==> src/rtl/mips_ctrl_pkg.sv <==
// Shared types and encodings for the multi-cycle MIPS control path:
// FSM states, opcode/funct fields, ALU operations and datapath mux selects.
package mips_ctrl_pkg;

   typedef enum logic [3:0] {
      S_FETCH,
      S_DECODE,
      S_EXEC_R,
      S_WB_R,
      S_EXEC_I,
      S_WB_I,
      S_MEM_ADDR,
      S_MEM_RD,
      S_MEM_WB,
      S_MEM_WR,
      S_BRANCH,
      S_JUMP,
      S_JR,
      S_FAULT
   } state_t;

   localparam logic [5:0] OPC_R     = 6'h00;
   localparam logic [5:0] OPC_J     = 6'h02;
   localparam logic [5:0] OPC_JAL   = 6'h03;
   localparam logic [5:0] OPC_BEQ   = 6'h04;
   localparam logic [5:0] OPC_BNE   = 6'h05;
   localparam logic [5:0] OPC_ADDI  = 6'h08;
   localparam logic [5:0] OPC_ADDIU = 6'h09;
   localparam logic [5:0] OPC_SLTI  = 6'h0A;
   localparam logic [5:0] OPC_SLTIU = 6'h0B;
   localparam logic [5:0] OPC_ANDI  = 6'h0C;
   localparam logic [5:0] OPC_ORI   = 6'h0D;
   localparam logic [5:0] OPC_XORI  = 6'h0E;
   localparam logic [5:0] OPC_LUI   = 6'h0F;
   localparam logic [5:0] OPC_LW    = 6'h23;
   localparam logic [5:0] OPC_SW    = 6'h2B;

   localparam logic [5:0] FUN_SLL  = 6'h00;
   localparam logic [5:0] FUN_SRL  = 6'h02;
   localparam logic [5:0] FUN_SRA  = 6'h03;
   localparam logic [5:0] FUN_SLLV = 6'h04;
   localparam logic [5:0] FUN_SRLV = 6'h06;
   localparam logic [5:0] FUN_SRAV = 6'h07;
   localparam logic [5:0] FUN_JR   = 6'h08;
   localparam logic [5:0] FUN_ADD  = 6'h20;
   localparam logic [5:0] FUN_ADDU = 6'h21;
   localparam logic [5:0] FUN_SUB  = 6'h22;
   localparam logic [5:0] FUN_SUBU = 6'h23;
   localparam logic [5:0] FUN_AND  = 6'h24;
   localparam logic [5:0] FUN_OR   = 6'h25;
   localparam logic [5:0] FUN_XOR  = 6'h26;
   localparam logic [5:0] FUN_NOR  = 6'h27;
   localparam logic [5:0] FUN_SLT  = 6'h2A;
   localparam logic [5:0] FUN_SLTU = 6'h2B;

   typedef enum logic [3:0] {
      ALU_ADD  = 4'd0,
      ALU_SUB  = 4'd1,
      ALU_AND  = 4'd2,
      ALU_OR   = 4'd3,
      ALU_XOR  = 4'd4,
      ALU_NOR  = 4'd5,
      ALU_SLT  = 4'd6,
      ALU_SLTU = 4'd7,
      ALU_SLL  = 4'd8,
      ALU_SRL  = 4'd9,
      ALU_SRA  = 4'd10,
      ALU_LUI  = 4'd11
   } alu_op_t;

   localparam logic [1:0] PC_SRC_ALU    = 2'd0;
   localparam logic [1:0] PC_SRC_ALUOUT = 2'd1;
   localparam logic [1:0] PC_SRC_JUMP   = 2'd2;
   localparam logic [1:0] PC_SRC_RS     = 2'd3;

   localparam logic       SRC_A_PC = 1'b0;
   localparam logic       SRC_A_RS = 1'b1;

   localparam logic [1:0] SRC_B_RT     = 2'd0;
   localparam logic [1:0] SRC_B_FOUR   = 2'd1;
   localparam logic [1:0] SRC_B_IMM    = 2'd2;
   localparam logic [1:0] SRC_B_IMM_SH = 2'd3;

   localparam logic [1:0] DST_RT  = 2'd0;
   localparam logic [1:0] DST_RD  = 2'd1;
   localparam logic [1:0] DST_R31 = 2'd2;

   localparam logic [1:0] WB_ALUOUT = 2'd0;
   localparam logic [1:0] WB_MDR    = 2'd1;
   localparam logic [1:0] WB_PC     = 2'd2;

   typedef struct packed {
      logic       mem_req;
      logic       mem_we;
      logic       iord;
      logic       ir_we;
      logic       pc_we;
      logic [1:0] pc_src;
      logic       alu_src_a;
      logic [1:0] alu_src_b;
      logic       imm_sext;
      alu_op_t    alu_op;
      logic       reg_we;
      logic [1:0] reg_dst;
      logic [1:0] wb_src;
      logic       fault;
   } ctrl_t;

   // States that hold a memory request open and are therefore watched by the timeout.
   function automatic logic is_req_state(input state_t s);
      return (s == S_FETCH) || (s == S_MEM_RD) || (s == S_MEM_WR);
   endfunction

endpackage

==> src/rtl/mips_alu_dec.sv <==
// Combinational opcode/funct decoder: picks the ALU operation for the
// instruction in IR and flags whether the encoding is one we support.
module mips_alu_dec
   import mips_ctrl_pkg::*;
(
   input  logic [5:0] opc,
   input  logic [5:0] fun,
   output alu_op_t    alu_op,
   output logic       legal
);

   // Shift variants share one ALU op; the datapath picks shamt or rs as amount.
   always_comb begin
      alu_op = ALU_ADD;
      legal  = 1'b1;
      case (opc)
         OPC_R: begin
            case (fun)
               FUN_SLL, FUN_SLLV:  alu_op = ALU_SLL;
               FUN_SRL, FUN_SRLV:  alu_op = ALU_SRL;
               FUN_SRA, FUN_SRAV:  alu_op = ALU_SRA;
               FUN_JR:             alu_op = ALU_ADD;
               FUN_ADD, FUN_ADDU:  alu_op = ALU_ADD;
               FUN_SUB, FUN_SUBU:  alu_op = ALU_SUB;
               FUN_AND:            alu_op = ALU_AND;
               FUN_OR:             alu_op = ALU_OR;
               FUN_XOR:            alu_op = ALU_XOR;
               FUN_NOR:            alu_op = ALU_NOR;
               FUN_SLT:            alu_op = ALU_SLT;
               FUN_SLTU:           alu_op = ALU_SLTU;
               default:            legal  = 1'b0;
            endcase
         end
         OPC_ADDI, OPC_ADDIU, OPC_LW, OPC_SW, OPC_J, OPC_JAL: alu_op = ALU_ADD;
         OPC_BEQ, OPC_BNE: alu_op = ALU_SUB;
         OPC_SLTI:         alu_op = ALU_SLT;
         OPC_SLTIU:        alu_op = ALU_SLTU;
         OPC_ANDI:         alu_op = ALU_AND;
         OPC_ORI:          alu_op = ALU_OR;
         OPC_XORI:         alu_op = ALU_XOR;
         OPC_LUI:          alu_op = ALU_LUI;
         default:          legal  = 1'b0;
      endcase
   end

endmodule

==> src/rtl/mips_multicycle_ctrl.sv <==
// Multi-cycle MIPS control FSM with memory-timeout watchdog, absorbing
// fault state and a retired-instruction counter.
module mips_multicycle_ctrl
   import mips_ctrl_pkg::*;
#(
   parameter int MEM_TIMEOUT = 255,
   parameter int CNT_W       = 32
)(
   input  logic             i_clk,
   input  logic             i_rst_n,
   input  logic [5:0]       i_opc,
   input  logic [5:0]       i_fun,
   input  logic             i_alu_zero,
   input  logic             i_mem_ack,
   output logic             o_mem_req,
   output logic             o_mem_we,
   output logic             o_iord,
   output logic             o_ir_we,
   output logic             o_pc_we,
   output logic [1:0]       o_pc_src,
   output logic             o_alu_src_a,
   output logic [1:0]       o_alu_src_b,
   output logic             o_imm_sext,
   output logic [3:0]       o_alu_op,
   output logic             o_reg_we,
   output logic [1:0]       o_reg_dst,
   output logic [1:0]       o_wb_src,
   output logic             o_fault,
   output logic [CNT_W-1:0] o_retired
);

   localparam int             WD_W    = (MEM_TIMEOUT < 2) ? 1 : $clog2(MEM_TIMEOUT);
   localparam logic [WD_W-1:0] WD_LAST = WD_W'(MEM_TIMEOUT - 1);

   state_t            state_q;
   state_t            state_d;
   logic [WD_W-1:0]   wd_cnt;
   logic              wd_expired;
   logic              retire;
   ctrl_t             ctrl;
   alu_op_t           dec_alu_op;
   logic              dec_legal;
   logic [CNT_W-1:0]  retired_q;

   mips_alu_dec u_alu_dec (
      .opc    (i_opc),
      .fun    (i_fun),
      .alu_op (dec_alu_op),
      .legal  (dec_legal)
   );

   // The last allowed waiting cycle without ack trips the watchdog; an ack there still wins.
   assign wd_expired = !i_mem_ack && (wd_cnt == WD_LAST);

   always_ff @(posedge i_clk or negedge i_rst_n) begin
      if (!i_rst_n) begin
         state_q <= S_FETCH;
      end else begin
         state_q <= state_d;
      end
   end

   always_ff @(posedge i_clk or negedge i_rst_n) begin
      if (!i_rst_n) begin
         wd_cnt <= '0;
      end else if (is_req_state(state_q) && !i_mem_ack && !wd_expired) begin
         wd_cnt <= wd_cnt + 1'b1;
      end else begin
         wd_cnt <= '0;
      end
   end

   always_ff @(posedge i_clk or negedge i_rst_n) begin
      if (!i_rst_n) begin
         retired_q <= '0;
      end else if (retire) begin
         retired_q <= retired_q + CNT_W'(1);
      end
   end

   always_comb begin
      state_d = state_q;
      unique case (state_q)
         S_FETCH: begin
            if (i_mem_ack)       state_d = S_DECODE;
            else if (wd_expired) state_d = S_FAULT;
         end
         S_DECODE: begin
            if (!dec_legal) begin
               state_d = S_FAULT;
            end else begin
               case (i_opc)
                  OPC_R:       state_d = (i_fun == FUN_JR) ? S_JR : S_EXEC_R;
                  OPC_ADDI, OPC_ADDIU, OPC_ANDI, OPC_ORI, OPC_XORI,
                  OPC_SLTI, OPC_SLTIU, OPC_LUI: state_d = S_EXEC_I;
                  OPC_LW, OPC_SW:   state_d = S_MEM_ADDR;
                  OPC_BEQ, OPC_BNE: state_d = S_BRANCH;
                  OPC_J, OPC_JAL:   state_d = S_JUMP;
                  default:          state_d = S_FAULT;
               endcase
            end
         end
         S_EXEC_R:   state_d = S_WB_R;
         S_EXEC_I:   state_d = S_WB_I;
         S_MEM_ADDR: begin
            if (i_opc == OPC_LW)      state_d = S_MEM_RD;
            else if (i_opc == OPC_SW) state_d = S_MEM_WR;
            else                      state_d = S_FAULT;
         end
         S_MEM_RD: begin
            if (i_mem_ack)       state_d = S_MEM_WB;
            else if (wd_expired) state_d = S_FAULT;
         end
         S_MEM_WR: begin
            if (i_mem_ack)       state_d = S_FETCH;
            else if (wd_expired) state_d = S_FAULT;
         end
         S_WB_R, S_WB_I, S_MEM_WB, S_BRANCH, S_JUMP, S_JR: state_d = S_FETCH;
         S_FAULT:    state_d = S_FAULT;
         default:    state_d = S_FAULT;
      endcase
   end

   // Outputs are forced idle while reset is held so nothing is written in the reset cycle.
   always_comb begin
      ctrl        = '0;
      ctrl.alu_op = ALU_ADD;
      retire      = 1'b0;
      unique case (state_q)
         S_FETCH: begin
            ctrl.mem_req   = 1'b1;
            ctrl.iord      = 1'b0;
            ctrl.alu_src_a = SRC_A_PC;
            ctrl.alu_src_b = SRC_B_FOUR;
            ctrl.ir_we     = i_mem_ack;
            ctrl.pc_we     = i_mem_ack;
            ctrl.pc_src    = PC_SRC_ALU;
         end
         S_DECODE: begin
            ctrl.alu_src_a = SRC_A_PC;
            ctrl.alu_src_b = SRC_B_IMM_SH;
            ctrl.imm_sext  = 1'b1;
         end
         S_EXEC_R: begin
            ctrl.alu_src_a = SRC_A_RS;
            ctrl.alu_src_b = SRC_B_RT;
            ctrl.alu_op    = dec_alu_op;
         end
         S_WB_R: begin
            ctrl.reg_we  = 1'b1;
            ctrl.reg_dst = DST_RD;
            ctrl.wb_src  = WB_ALUOUT;
            retire       = 1'b1;
         end
         S_EXEC_I: begin
            ctrl.alu_src_a = SRC_A_RS;
            ctrl.alu_src_b = SRC_B_IMM;
            ctrl.alu_op    = dec_alu_op;
            ctrl.imm_sext  = !((i_opc == OPC_ANDI) || (i_opc == OPC_ORI) || (i_opc == OPC_XORI));
         end
         S_WB_I: begin
            ctrl.reg_we  = 1'b1;
            ctrl.reg_dst = DST_RT;
            ctrl.wb_src  = WB_ALUOUT;
            retire       = 1'b1;
         end
         S_MEM_ADDR: begin
            ctrl.alu_src_a = SRC_A_RS;
            ctrl.alu_src_b = SRC_B_IMM;
            ctrl.imm_sext  = 1'b1;
         end
         S_MEM_RD: begin
            ctrl.mem_req = 1'b1;
            ctrl.iord    = 1'b1;
            ctrl.mem_we  = 1'b0;
         end
         S_MEM_WB: begin
            ctrl.reg_we  = 1'b1;
            ctrl.reg_dst = DST_RT;
            ctrl.wb_src  = WB_MDR;
            retire       = 1'b1;
         end
         S_MEM_WR: begin
            ctrl.mem_req = 1'b1;
            ctrl.iord    = 1'b1;
            ctrl.mem_we  = 1'b1;
            retire       = i_mem_ack;
         end
         S_BRANCH: begin
            ctrl.alu_src_a = SRC_A_RS;
            ctrl.alu_src_b = SRC_B_RT;
            ctrl.alu_op    = ALU_SUB;
            ctrl.pc_src    = PC_SRC_ALUOUT;
            ctrl.pc_we     = (i_opc == OPC_BNE) ? !i_alu_zero : i_alu_zero;
            retire         = 1'b1;
         end
         S_JUMP: begin
            ctrl.pc_we  = 1'b1;
            ctrl.pc_src = PC_SRC_JUMP;
            if (i_opc == OPC_JAL) begin
               ctrl.reg_we  = 1'b1;
               ctrl.reg_dst = DST_R31;
               ctrl.wb_src  = WB_PC;
            end
            retire = 1'b1;
         end
         S_JR: begin
            ctrl.pc_we  = 1'b1;
            ctrl.pc_src = PC_SRC_RS;
            retire      = 1'b1;
         end
         S_FAULT: begin
            ctrl.fault = 1'b1;
         end
         default: begin
            ctrl.fault = 1'b1;
         end
      endcase
      if (!i_rst_n) begin
         ctrl        = '0;
         ctrl.alu_op = ALU_ADD;
         retire      = 1'b0;
      end
   end

   assign o_mem_req   = ctrl.mem_req;
   assign o_mem_we    = ctrl.mem_we;
   assign o_iord      = ctrl.iord;
   assign o_ir_we     = ctrl.ir_we;
   assign o_pc_we     = ctrl.pc_we;
   assign o_pc_src    = ctrl.pc_src;
   assign o_alu_src_a = ctrl.alu_src_a;
   assign o_alu_src_b = ctrl.alu_src_b;
   assign o_imm_sext  = ctrl.imm_sext;
   assign o_alu_op    = ctrl.alu_op;
   assign o_reg_we    = ctrl.reg_we;
   assign o_reg_dst   = ctrl.reg_dst;
   assign o_wb_src    = ctrl.wb_src;
   assign o_fault     = ctrl.fault;
   assign o_retired   = retired_q;

endmodule
==> config.mk <==
export PLATFORM = sky130hd
export DESIGN_NAME = mips_multicycle_ctrl
export DESIGN_NICKNAME = d
export VERILOG_FILES = /design/src/rtl/mips_ctrl_pkg.sv /design/src/rtl/mips_alu_dec.sv /design/src/rtl/mips_multicycle_ctrl.sv
export SDC_FILE = /design/constraint.sdc
export NUM_CORES = 1
export LEC_CHECK = 0
export ABC_AREA = 1
export CAP_MARGIN = 20
export CORE_ASPECT_RATIO = 1.75
export CORE_MARGIN = 2
export CORE_UTILIZATION = 54
export CTS_BUF_LIST = sky130_fd_sc_hd__clkbuf_2 sky130_fd_sc_hd__clkbuf_4 sky130_fd_sc_hd__clkbuf_8
export CTS_CLUSTER_DIAMETER = 120
export CTS_CLUSTER_SIZE = 24
export DETAILED_ROUTE_END_ITERATION = 12
export PLACE_DENSITY = 0.79
export REMOVE_ABC_BUFFERS = 1
export SYNTH_ARGS = -nofsm -noshare
export SYNTH_HDL_FRONTEND = slang
export SYNTH_SLANG_ARGS = --single-unit
==> constraint.sdc <==
create_clock -name i_clk -period 1.7 [get_ports i_clk]
set_input_delay 0.255 -clock i_clk [delete_from_list [all_inputs] [get_ports i_clk]]
set_output_delay 0.255 -clock i_clk [all_outputs]
set_load 0.05 [all_outputs]
==> metrics.cfg, run 1 <==
[cts]
clock_sink_count=44
root_buffer=clkbuf_8
htree_levels=2
clockBufferDepth=2
cts_buffers=5

[outcome]
status=stopped before the end
error=[ERROR GRT-0232] Routing congestion too high. Check the congestion heatmap in the GUI.
lastStage=global routing

[place]
globalplace.congestion=0.996
portBuffers=68
place_hpwl_mm=9.01

[global_routing]
grt.total_usage=0.678
grt_max_degree=28
grt_overflow_total=37

[yosys]
ys_types=30
syn_area_per_cell_um2=6.12
syn-instance-count=553
seq_area_frac_synth=0.325
synth_warnings=0
syn_area_mm2=0.00338
ys_ff_latch=44

[timing]
grt-worst-endpoint=o_alu_op[3]
worst-ep-kind=primary output

[floorplanning]
start_util=0.552
core.rowCount=38
die_y_um=109
die_x_um=63.8
io_pins=69

## logic make-up after synthesis
| logic type | Yosys count | synth area share |
|---|---|---|
| buffers and inverters | 80 | 0.102 |
| XOR/XNOR | 16 | 0.0414 |
| flip-flops | 44 | 0.325 |
| adder cells (fa/ha/maj) | 3 | 0.0111 |
| AND/OR/NAND/NOR | 365 | 0.446 |
| AO/OA/AOI/OAI | 45 | 0.0739 |
## repair_timing
| action | CTS |
|---|---|
| cloned | 0 |
| gates resized for setup | 98 |
| hold buffers | 2 |
| endpoints found under the hold margin | 33 |
| pin swaps | 21 |
| setup endpoints to repair | 27 |
| setup buffers | 17 |
## per-layer routing
| layer | track usage | overflow |
|---|---|---|
| met1 | 0.648 | 1 |
| met2 | 0.932 | 23 |
| met3 | 0.395 | 1 |
| met4 | 0.781 | 12 |
| met5 | 0 | 0 |
## through the flow
stage | instances | utilization | instance area, µm² | setup WS, ns
floorplan | 544 | - | 3300 | -2.72
global placement | 762 | 0.778 | 4770 | -0.400
detailed placement | 762 | 0.778 | 4770 | -0.467
CTS | 788 | 0.870 | 5330 | -0.331
## Yosys cell counts, drive strengths merged
cell type	count	area [µm²]
o21bai	1	7.51
nor2	88	340
nor4	2	12.5
nor3b	3	22.5
xnor2	3	26.3
o31ai	2	15.0
nand2	205	769
dfrtp	44	1100
o211ai	3	22.5
o21ai	22	110
clkbuf	2	8.75
inv	70	263
nand3b	5	37.5
nand4	5	31.3
a21boi	1	7.51
clkinv	1	3.75
nand3	41	215
a31oi	2	12.5
xor2	13	114
a21oi	12	60.1
o21a	2	15.0
ha	3	37.5
buf	7	71.3
nor3	16	80.1
==> run 2, diff against run 1 <==
Settings changed: CORE_ASPECT_RATIO 1.75 to default, CORE_UTILIZATION 54 to 40, CTS_BUF_LIST sky130_fd_sc_hd__clkbuf_2 sky130_fd_sc_hd__clkbuf_4 sky130_fd_sc_hd__clkbuf_8 to default, CTS_CLUSTER_DIAMETER 120 to default, CTS_CLUSTER_SIZE 24 to default, PLACE_DENSITY 0.79 to default, PLACE_DENSITY_LB_ADDON from default to 0.15.
==> run 2 against run 1 <==
Compared with the run above: the flow now finishes, with violations (hold timing, setup timing); area after synthesis unchanged; synthesized cell count unchanged.
==> metrics.cfg, run 2 <==
[floorplanning]
io_pins=69
start_util=0.412
die_y_um=96.0
core_area_mm2=0.00822
die_x_um=96.0
core.rowCount=33
die_area_mm2=0.00921

[timing]
rsz0062_at_grt=yes
holdWs_ns=-0.00414
fin_crit_ns=2.05
final.period_utilization=1.20
max_freq_ghz=0.489
slew_viol_final=0
setup_tns_ns=-9.47
relSlewSlack=0.593
fin_ws_ns=-0.347
skew_ns=0.0121
hold_viol=10
worst_pin_slew_ns=0.609
setup_viol=52

[cts]
cts_tree=yes
clockBufferDepth=2
clk_pin_slew_worst_paths_ns=0.09
root_buffer=clkbuf_8
cts_buffers=5
htree_levels=2
clkLatencyLatePin_ns=0.30
clock_sink_count=44

[pwr]
sw_frac_of_total=0.258
pwr-share-seq=0.473
p_int_mw=1.67
vdd_drop_max_mv=0.307
switchingPower_uw=583
powerDensity_mw_per_mm2=417
power.leakage_nw=2.65
finalPower_mw=2.26
comb_power_share=0.148
power_frac_clock=0.379

[routing]
wirelength_mm=11.0
dr.pass1.iters=5
avgViaCountPerCell=4.99
wl_per_cell_um=13.5
drcViolationCount=0
drtAntennaViolNets=0
drt_iter0_markers=150
vias=4040

[setup_path]
crit_family=buffers and inverters
cp_max_fo=3
cp-end-kind=output pin
path_cells=inv_4, nor2_4, inv_2, nor2_4, nor2_2, inv_1, o21ai_2, a31oi_1, buf_4, buf_12
crit_buf_inv=5
rr_worst_depth=13
max_stage_delay_ns=0.45
cpMaxStageDelayCell=dfrtp_2
worstPathArrival_ns=1.79
cp.required_ns=1.44
critPathLaunchType=flop
critPathMostFrequentCell=nor2_4
critPathKind=flop to output pin
path_depth=10

[global_routing]
grt_pass1_wl_mm=17.2
grt.total_usage=0.235
grt_overflow_total=0
grt_max_degree=36
grt_pass1_vias=3909
antenna_found_initial=0

[yosys]
synth-edff-count=0
ys_ff_latch=44
ys_types=30
syn-instance-count=553
synth_area_leaders=dfrtp_1 33%, nand2_1 23%, nor2_1 9.3%
synth_warnings=0
synth-async-reset-ratio=1.00
post-synth-top-count-cell=nand2_1
syn_area_per_cell_um2=6.12
synth_commonest_cells=205 x nand2_1, 84 x nor2_1, 68 x inv_1
synthFlopType=dfrtp_1
seq_area_frac_synth=0.325
synth_largest_area_cell=dfrtp_1
syn_area_mm2=0.00338
yosysTopAreaCellShare=0.325

[outcome]
violations=hold timing, setup timing
status=complete, but fails checks

[place]
globalplace.congestion=0.987
place_hpwl_mm=7.72
placedCellCount=785
portBuffers=68

[final_layout]
layout.cells.non_filler=810
diodes=0
nNetsFinal=723
area_growth_syn_to_layout_pct=60.0
largest_register_ffs=32
final_cell_mix=195 x nand2_1, 104 x buf_4, 60 x nor2_1
final_common_cell=nand2_1
drive_above_1_share=0.323

[job]
cap_violations=0

[hold_path]
hold_class=input port to asynchronous set/reset pin

-- run 2: kinds of logic after synthesis --
family,after synthesis,share of synthesized area
simple gates,365,0.446
flops,44,0.325
compound gates,45,0.0739
xor+xnor,16,0.0414
fa+ha+maj,3,0.0111
buf+inv,80,0.102
-- run 2: final timing paths --
check / startpoint / to / slack, ns
worst max-delay path: state_q[2] / o_imm_sext / -0.35
worst min-delay path: i_rst_n / o_retired[21] / -0.004
worst max register to register: state_q[2] / o_retired[17] / -0.21
worst min register to register: wd_cnt[0] / wd_cnt[0] / 0.48
max in group asynchronous: i_rst_n / state_q[1] / 1.46
min in group i_clk: wd_cnt[0] / wd_cnt[0] / 0.48
-- run 2: layer usage --
layer,global-route usage,vias up,share of wire
met5,0,-,0
met4,0.104,0,0.036
met3,0.0486,34,0.047
met2,0.413,124,0.49
met1,0.274,1836,0.42
li1,-,2046,-
-- run 2: worst reg2reg max path, cell delays in order (launching register included) --
cell and delay, ns:
dfrtp_2 0.47, inv_4 0.12, nor2_4 0.06, buf_4 0.14, buf_4 0.13, nand2_1 0.06
nand2_1 0.06, nor2_1 0.11, nand2_1 0.08, nand2_1 0.17, inv_2 0.07, buf_12 0.17
o21ai_1 0.09, nand2_1 0.07
-- run 2: through the flow --
stage	util	area [µm²]	hold slack, ns	setup slack [ns]
2_1_floorplan	-	3300	-0.0406	-2.72
3_3_place_gp	0.581	4780	0.267	-0.381
3_5_place_dp	0.581	4780	0.269	-0.438
4_1_cts	0.621	5100	-0.0548	-0.320
5_1_grt	0.659	5420	0.0263	-0.442
6_report	0.659	5420	-0.00414	-0.347
-- run 2: timing repair --
item                                    4_1_cts  5_1_grt
endpoints found under the setup margin       20       63
setup buffers                                11        5
pin swaps                                    10       22
hold endpoints to repair                     23       23
resized for setup                            42       81
-- run 2: layout make-up --
| class | count | area [µm²] |
|---|---|---|
| well taps | 105 | 131 |
| clock buffers | 6 | 82.6 |
| fillers | 665 | 2800 |
| repair buffers | 153 | 1520 |
| clock inverters | 2 | 38.8 |
| flip-flops and latches | 44 | 1110 |
| multi-input cells | 429 | 2270 |
| inverters | 71 | 269 |
-- run 2: power by group through the flow --
stage / registers, mW / clock network, mW / logic (mW)
after floorplan: 1.13 / 0 / 0.0756
after global placement: 1.09 / 0 / 0.283
after detailed placement: 1.09 / 0 / 0.287
after CTS: 1.07 / 0.882 / 0.302
after global routing: 1.07 / 0.928 / 0.359
final: 1.07 / 0.856 / 0.333
No activity file was read; power rests on OpenSTA's default activity.
==> run 3, diff against run 2 <==
Settings changed: CTS_BUF_LIST from default to sky130_fd_sc_hd__clkbuf_4 sky130_fd_sc_hd__clkbuf_8 sky130_fd_sc_hd__clkbuf_16, TNS_END_PERCENT from default to 10.
==> run 3 against run 2 <==
Compared with the run above: the run still ends with hold timing, setup timing left; global-route usage decreased by 0.40 points; combinational power is 5% lower; critical path depth decreased by 1; total power is 0.85% lower; worst setup slack worse by 0.010 ns; clock skew about the same; non-clock buffer count down 11; sequential power hardly changed; fmax down 0.50%; sequential cell count is the same; via count down 2.4%; critical path type unchanged; utilization decreased by 2.2 points.
==> metrics.cfg, run 3 (same netlist as run 2, synthesis figures left out) <==
[outcome]
status=complete, but fails checks
violations=hold timing, setup timing

[timing]
fin_crit_ns=2.06
rsz0062_at_grt=yes
relSlewSlack=0.624
setup_viol=51
skew_ns=0.0117
max_freq_ghz=0.486
final.period_utilization=1.21
slew_viol_final=0
hold_viol=2
worst_pin_slew_ns=0.564
holdWs_ns=-0.00140
fin_ws_ns=-0.357

[cts]
cts_tree=yes
clkLatencyLatePin_ns=0.30
clock_sink_count=44
clk_pin_slew_worst_paths_ns=0.09
root_buffer=clkbuf_8
htree_levels=2
clockBufferDepth=2
cts_buffers=5

[setup_path]
reg2reg_slack_ns=-0.12
cpMaxStageDelayCell=dfrtp_2
crit_buf_inv=4
max_stage_delay_ns=0.47
crit_family=flip-flops
cp_max_fo=4
critPathKind=flop to output pin
worstPathArrival_ns=1.80
cp-end-kind=output pin
critPathMostFrequentCell=nor2_4
critPathLaunchType=flop
cp.required_ns=1.44
path_cells=nor2_4, inv_2, nor2_4, nor2_2, inv_1, o21ai_2, a31oi_1, buf_4, buf_12

[final_layout]
final_cell_mix=199 x nand2_1, 99 x buf_4, 63 x nor2_1
area_growth_syn_to_layout_pct=54.6
nNetsFinal=712
drive_above_1_share=0.288
final_common_cell=nand2_1
diodes=0
design_area_mm2=0.00523
largest_register_ffs=32
num-fill-cells=708

[routing]
wl_per_cell_um=12.9
drtAntennaViolNets=0
vias=3944
wirelength_mm=10.3
drcViolationCount=0
avgViaCountPerCell=4.94
drt_iter0_markers=133
dr.pass1.iters=5

[global_routing]
antenna_found_initial=0
grt_pass1_vias=3848
grt_overflow_total=0
grt_max_degree=36
grt_pass1_wl_mm=16.9
grt.total_usage=0.231

[pwr]
power.leakage_nw=2.55
finalPower_mw=2.24
vdd_drop_max_mv=0.311
powerDensity_mw_per_mm2=428

[place]
place_area_mm2=0.00478
portBuffers=68
globalplace.congestion=0.987
place_hpwl_mm=7.72

[floorplanning]
core.rowCount=33
core_area_mm2=0.00822
die_area_mm2=0.00921
start_util=0.412
die_y_um=96.0
io_pins=69
die_x_um=96.0

[job]
cap_violations=0

[hold_path]
hold_class=input port to asynchronous set/reset pin

## run 3: cell types whose count changed in the layout (fill, tap and decap cells not counted), moves of 3 or more
cell	delta
inv_1	+4
nand3_2	-4
buf_6	-6
nand2_4	-3
buf_4	-5
nand3_1	+4
inv_2	-6
nor2_1	+3
nand2_1	+4
## run 3: final cells by class
class | instances | area (µm²) | share of cell area
flip-flops and latches | 44 | 1110 | 0.211
multi-input cells | 429 | 2180 | 0.416
well taps | 105 | 131 | 0.0251
inverters | 71 | 274 | 0.0524
repair buffers | 142 | 1420 | 0.272
clock buffers | 6 | 82.6 | 0.0158
clock inverters | 2 | 38.8 | 0.00741
## run 3: path summary, 6_finish.rpt
kind / startpoint / to / depth (start not counted)
max in group asynchronous: i_rst_n / state_q[1] / 3
worst min register to register: wd_cnt[0] / wd_cnt[0] / 1
min in group i_clk: wd_cnt[0] / wd_cnt[0] / 1
worst max-delay path: state_q[3] / o_imm_sext / 9
worst max register to register: state_q[2] / o_retired[17] / 13
worst min-delay path: i_rst_n / o_retired[21] / 2
## run 3: power breakdown
part | total [mW] | switching [mW] | internal, mW
combinational | 0.315 | 0.186 | 0.129
clock | 0.855 | 0.374 | 0.481
sequential | 1.07 | 0.0111 | 1.06
## run 3: layer usage
| metal | vias up | global-route usage | part of all wire |
|---|---|---|---|
| li1 | 2016 | - | - |
| met1 | 1765 | 0.273 | 0.42 |
| met2 | 125 | 0.402 | 0.49 |
| met3 | 38 | 0.0478 | 0.051 |
| met4 | 0 | 0.100 | 0.039 |
| met5 | - | 0 | 0 |
## run 3: through the flow
stage               setup TNS (ns)  hold WS (ns)  utilization  cells  setup WS [ns]
global route                -12.94        0.0263        0.637    799         -0.502
detailed placement           -3.59         0.269        0.581    785         -0.438
floorplan                   -18.66       -0.0406            -    544          -2.72
finish                       -6.13      -0.00140        0.637    799         -0.357
global placement             -3.16         0.267        0.581    785         -0.381
CTS                          -5.08       -0.0548        0.613    797         -0.321
## run 3: timing repair
action	4_1_cts	5_1_grt
pin swaps	7	16
gates resized for setup	38	53
gates cloned	0	0
hold endpoints to repair	23	23
endpoints found under the setup margin	20	62
buffers inserted	4	1
